--- src/rtl/mem_pkg.sv ---
// Shared constants for the data-memory copy master: FSM encoding, write-enable levels, default widths.
package mem_pkg;

  localparam int DEF_ASIZE = 16;
  localparam int DEF_DSIZE = 16;

  localparam logic MEM_WEN_ACTIVE = 1'b0;
  localparam logic MEM_WEN_IDLE   = 1'b1;

  typedef enum logic [2:0] {
    IDLE    = 3'd0,
    RD_ADDR = 3'd1,
    RD_DATA = 3'd2,
    WRITE   = 3'd3,
    FIN     = 3'd4
  } state_e;

endpackage

--- src/rtl/mem_copy_master.sv ---
// Copies a fixed-length or zero-terminated block of words through the single-port data memory,
// one word every 3 cycles (read address, read data, write); all outputs registered.
module mem_copy_master
  import mem_pkg::*;
#(
  parameter int ASIZE = DEF_ASIZE,
  parameter int DSIZE = DEF_DSIZE
) (
  input  logic             clk,
  input  logic             rst,
  input  logic             start,
  input  logic [ASIZE-1:0] src_addr,
  input  logic [ASIZE-1:0] dst_addr,
  input  logic [ASIZE-1:0] len,
  output logic             busy,
  output logic             done,
  output logic             err,
  output logic [ASIZE-1:0] words_done,
  output logic             mem_wen,
  output logic [ASIZE-1:0] mem_addr,
  output logic [DSIZE-1:0] mem_wdata,
  input  logic [DSIZE-1:0] mem_rdata
);

  localparam logic [ASIZE-1:0] ONE          = {{(ASIZE-1){1'b0}}, 1'b1};
  localparam logic [ASIZE-1:0] WD_PRE_LIMIT = {{(ASIZE-1){1'b1}}, 1'b0};

  state_e           state_q;
  logic [ASIZE-1:0] src_q;
  logic [ASIZE-1:0] dst_q;
  logic [ASIZE-1:0] rem_q;
  logic [ASIZE-1:0] words_done_q;
  logic [ASIZE-1:0] mem_addr_q;
  logic [DSIZE-1:0] mem_wdata_q;
  logic             term_q;
  logic             busy_q;
  logic             done_q;
  logic             err_q;
  logic             mem_wen_q;

  logic             limit_hit;
  logic             last_word;

  // mem_wdata_q doubles as the captured read word, so the write stage needs no extra register.
  always_comb begin
    limit_hit = term_q && (mem_wdata_q != '0) && (words_done_q == WD_PRE_LIMIT);
    last_word = term_q ? ((mem_wdata_q == '0) || limit_hit) : (rem_q == ONE);
  end

  always_ff @(posedge clk or negedge rst) begin
    if (!rst) begin
      state_q      <= IDLE;
      src_q        <= '0;
      dst_q        <= '0;
      rem_q        <= '0;
      words_done_q <= '0;
      mem_addr_q   <= '0;
      mem_wdata_q  <= '0;
      term_q       <= 1'b0;
      busy_q       <= 1'b0;
      done_q       <= 1'b0;
      err_q        <= 1'b0;
      mem_wen_q    <= MEM_WEN_IDLE;
    end else begin
      case (state_q)
        IDLE: begin
          mem_wen_q <= MEM_WEN_IDLE;
          if (start) begin
            src_q        <= src_addr;
            dst_q        <= dst_addr;
            rem_q        <= len;
            term_q       <= (len == '0);
            words_done_q <= '0;
            err_q        <= 1'b0;
            busy_q       <= 1'b1;
            mem_addr_q   <= src_addr;
            state_q      <= RD_ADDR;
          end
        end
        RD_ADDR: begin
          // Address was presented on entry, so the memory returns the word during RD_DATA.
          mem_wen_q <= MEM_WEN_IDLE;
          state_q   <= RD_DATA;
        end
        RD_DATA: begin
          mem_wdata_q <= mem_rdata;
          mem_addr_q  <= dst_q;
          mem_wen_q   <= MEM_WEN_ACTIVE;
          state_q     <= WRITE;
        end
        WRITE: begin
          mem_wen_q    <= MEM_WEN_IDLE;
          src_q        <= src_q + ONE;
          dst_q        <= dst_q + ONE;
          words_done_q <= words_done_q + ONE;
          if (last_word) begin
            done_q  <= 1'b1;
            err_q   <= limit_hit;
            state_q <= FIN;
          end else begin
            rem_q      <= rem_q - ONE;
            mem_addr_q <= src_q + ONE;
            state_q    <= RD_ADDR;
          end
        end
        FIN: begin
          mem_wen_q <= MEM_WEN_IDLE;
          done_q    <= 1'b0;
          busy_q    <= 1'b0;
          state_q   <= IDLE;
        end
        default: begin
          mem_wen_q <= MEM_WEN_IDLE;
          done_q    <= 1'b0;
          busy_q    <= 1'b0;
          state_q   <= IDLE;
        end
      endcase
    end
  end

  assign busy       = busy_q;
  assign done       = done_q;
  assign err        = err_q;
  assign words_done = words_done_q;
  assign mem_wen    = mem_wen_q;
  assign mem_addr   = mem_addr_q;
  assign mem_wdata  = mem_wdata_q;

endmodule

--- config.mk ---
export PLATFORM = sky130hd
export DESIGN_NAME = mem_copy_master
export DESIGN_NICKNAME = d
export VERILOG_FILES = /design/src/rtl/mem_pkg.sv /design/src/rtl/mem_copy_master.sv
export SDC_FILE = /design/constraint.sdc
export NUM_CORES = 1
export LEC_CHECK = 0
export CORE_AREA = 2 2 101 103
export DETAILED_ROUTE_END_ITERATION = 12
export DIE_AREA = 0 0 103 105
export DONT_BUFFER_PORTS = 1
export GPL_ROUTABILITY_DRIVEN = 0
export PLACE_DENSITY = 0.78
export SYNTH_ARGS = -nofsm -noshare
export SYNTH_HDL_FRONTEND = slang
export SYNTH_SLANG_ARGS = --single-unit
--- constraint.sdc ---
create_clock -name clk -period 3.2 [get_ports clk]
set_clock_uncertainty 0.15 [all_clocks]
set_input_delay 0.32 -clock clk [delete_from_list [all_inputs] [get_ports clk]]
set_output_delay 0.32 -clock clk [all_outputs]
set_load 0.02 [all_outputs]
==> results.md <==
- Setup Viol. Count Final: 0
- Clock latency on the worst-skew pair: ~0.38 ns
- Via/cell ratio: about 6.5
- Sum Neg Setup Slack: 0 ns
- Critical path startpoint category: register
- Crit Path Category: register to register
- Top sig layer: met4
- Met1 wire length: around 6000 um
- Syn Area/Cell: about 9.2 um2
- Drt initial violations: between 600 and 700
- Die area: 0.0108 mm2
- CP cell instances: or4_1 > o41ai_4 > nor2_2 > o21ai_4 > and2_1 > o211ai_1
- RSZ-0062 raised after global routing: no
- CP endpoint: rem_q[11]
- Worst min-delay path class: input port to register
- MaxCap Viol Count: 0
- Core region area: 0.00964 mm2
- Met2 WL post-DR: just over 7000 um
- Post-synth EDFFs: 0
- R2R Setup Slk: approximately 0.5 ns
- Area contributors post-synth: dfrtp_1, nor2_1, nand2_1
- Status: complete, no violations
- Worst path depth: 6
- Slowest stage delay, CP: roughly 0.6 ns
- First-pass detailed-route iteration total: 6
- Clock transition at path regs: 0.11 ns
- Grt ovf: 0
- # DRC: 0
- Fmax: approximately 0.37 GHz
- Chip width: between 100 and 150 um
- # IOs: 119
- Worst-case clock buffer depth: 2
- Hold path cells: 3
- Most numerous cell in the Yosys netlist: dfrtp_1
- Share of layout cells above drive strength 1: under 10%
- Slew Limit Headroom: about a third
- First-pass GRT wire length: 24600 um
- Antenna violations before repair: 0
- TritonCTS clock tree: done
- Crit-path leading delay family: simple AND/OR/NAND/NOR gates
- Setup crit start: mem_wdata[10]
- CTS buffer count: 9
- WL met3: approximately 1500 um
- Post-Layout Cell Count: between 800 and 900
- Syn Inst Count: 619
- R2R cell count: 6
- Vias: approximately 5300
- Distinct cells, synth: 62
- #FFs+latches synth: between 100 and 150
- Placed insts: a little over 700
- WP buf/inv: 0
- CP max FO: 18
- Post_cts resized: 0
- Reg2reg start: mem_wdata[10]
- Max Slew Vio Count: 0
- Leak pwr: between 2 and 3 nW
- Pin count of the biggest net entering global routing: roughly 110
- Yosys warns: 0
- WP data arrival: 2.80 ns
- Final Hold Viols: 0
- CTS sink count: roughly 100
- Wire per inst: ~19 um
- H-tree Lvls: 3
- Yosys top cell by area: dfrtp_1
- ANT cells: 0
- Slowest-stage cell, CP: or4_1
- Fin crit share: ~85%
- PnR worst setup slack: around 0.49 ns
- Minimum clock period: ~2.7 ns
- Dominant synthesized flop cell: dfrtp_1
- Hold WS: 0.00970 ns
- Initial core utilization: roughly 59%
- Layout fillers: approximately 760
- Reg2reg end: rem_q[11]
- FP Rows: 36
- Post-synthesis sequential area ratio: a little under half
- Area occupied by multi-input gates: roughly 0.0028 mm2
- Slew @ Worst Pin: slightly below 1 ns
- Worst EP required: 3.29 ns
- Layout Area Growth over Synthesis: 16.2%
- Port Buffers: 0
- Total track usage: between 20% and 30%
- Post-layout nets: about 740
- Total Wirelength: 15300 um
- Crit end category: register
- Synth cell count leaders: dfrtp_1, nor2_1, nand2_1
- Post-Synthesis Cell Area: around 0.0057 mm2
- Pwr/cell area: approximately 960 mW/mm2
- Place WS: just over 0.5 ns
- Antenna viol nets, final: 0
- Post-synth ARST share: 100%
- Top cell type's share of synthesized area: 45.4%
- Mapped Nets: 692
- IR drop worst, VDD: 435 uV
- Vias in the first global route: between 5000 and 6000
- Die Span Y: roughly 110 um
- PnR Total Power: ~6.3 mW
- FF/Latch Area: between 0.002 and 0.003 mm2
- HPWL after DPL: ~10000 um
- Clock Tree Root: clkbuf_8
kinds of logic (layout without fill, tap and decap cells):
group,after synthesis,count (layout),synth area share (%)
buffers and inverters,55,106,4.06
muxes,24,24,4.63
adders and majority gates,6,6,1.32
AOI/OAI and AO/OA,167,167,20.6
and+or+nand+nor,244,244,20.5
DFF,104,104,45.9
xor gates and xnor gates,19,19,2.93
metrics by stage:
| step | area [um2] | utilization, % |
|---|---|---|
| 6_report | 6590 | 68.4 |
| 5_1_grt | 6590 | 68.4 |
| 4_1_cts | 6590 | 68.4 |
| 3_5_place_dp | 5760 | 59.7 |
| 3_3_place_gp | 5760 | 59.7 |
| 2_1_floorplan | 5670 | - |
metal layers:
metal | vias up | global-route usage (%)
met1 | 2523 | 39.6
met4 | 0 | 12.6
li1 | 2377 | -
met2 | 306 | 42.7
met5 | - | 0
met3 | 46 | 5.75
report_power, final:
part	total, mW	internal, mW	switching [mW]
Sequential	2.85	1.87	0.980
Clock	0.804	0.301	0.504
Combinational	2.65	1.10	1.55
state kept, by name, summed over array words and instances, names as in the netlist, 3 cells and up:
name        flops
mem_addr       16
mem_wdata      16
src_q          16
words_done     16
rem_q          16
state_q         3
dst_q          16
cells in the final DEF, fill, tap and decap left out, types with 4 or more instances in the layout:
| cell type | synthesis | layout |
|---|---|---|
| dfrtp_1 | 103 | 103 |
| a211oi_1 | 11 | 11 |
| xor2_1 | 7 | 7 |
| buf_4 | 0 | 10 |
| o21ai_0 | 38 | 38 |
| nand2_1 | 57 | 57 |
| ha_1 | 6 | 6 |
| mux2_2 | 16 | 16 |
| a21oi_1 | 38 | 38 |
| o22ai_1 | 4 | 4 |
| nor3_1 | 17 | 17 |
| or3_1 | 4 | 4 |
| o211ai_1 | 7 | 7 |
| dlygate4sd3_1 | 0 | 62 |
| a31oi_1 | 5 | 5 |
| nand3_1 | 34 | 33 |
| xnor2_1 | 12 | 12 |
| clkbuf_8 | 0 | 9 |
| mux2i_1 | 6 | 6 |
| nor2_1 | 75 | 74 |
| inv_1 | 17 | 17 |
| a221o_1 | 7 | 7 |
| nor4_1 | 11 | 11 |
| and3_1 | 7 | 7 |
| a21oi_2 | 9 | 9 |
| or4_1 | 5 | 5 |
| nand4_1 | 16 | 16 |
| nor3b_1 | 6 | 6 |
| o21a_1 | 4 | 4 |
| a311oi_1 | 7 | 7 |
| o311ai_0 | 7 | 7 |
final cells by class:
cell class / instances / area share, %
multi-input cells: 460 / 43.2
flip-flops and latches: 104 / 39.5
clock inverters: 7 / 0.987
repair buffers: 73 / 11.0
well taps: 133 / 2.52
clock buffers: 9 / 1.88
inverters: 17 / 0.968
timing repair:
action / 4_1_cts / 5_1_grt
buffers inserted: 0 / 0
hold endpoints to repair: 168 / 0
hold buffers: 63 / 0
how the worst min path moves through the flow:
stage	start	endpoint	slack, ns
after floorplan	rst	busy	-0.13
after global placement	rst	mem_addr[15]	-0.12
after detailed placement	rst	mem_addr[7]	-0.12
after CTS	src_addr[5]	mem_addr[5]	0.001
after global routing	src_addr[5]	mem_addr[5]	0.02
final	len[15]	term_q	0.01
worst min-delay path, stage by stage:
cell and delay [ns]:
nor4_1 0.02, nand4_1 0.08, o21ai_0 0.08
Note: power is estimated with default switching activity, not from simulation.
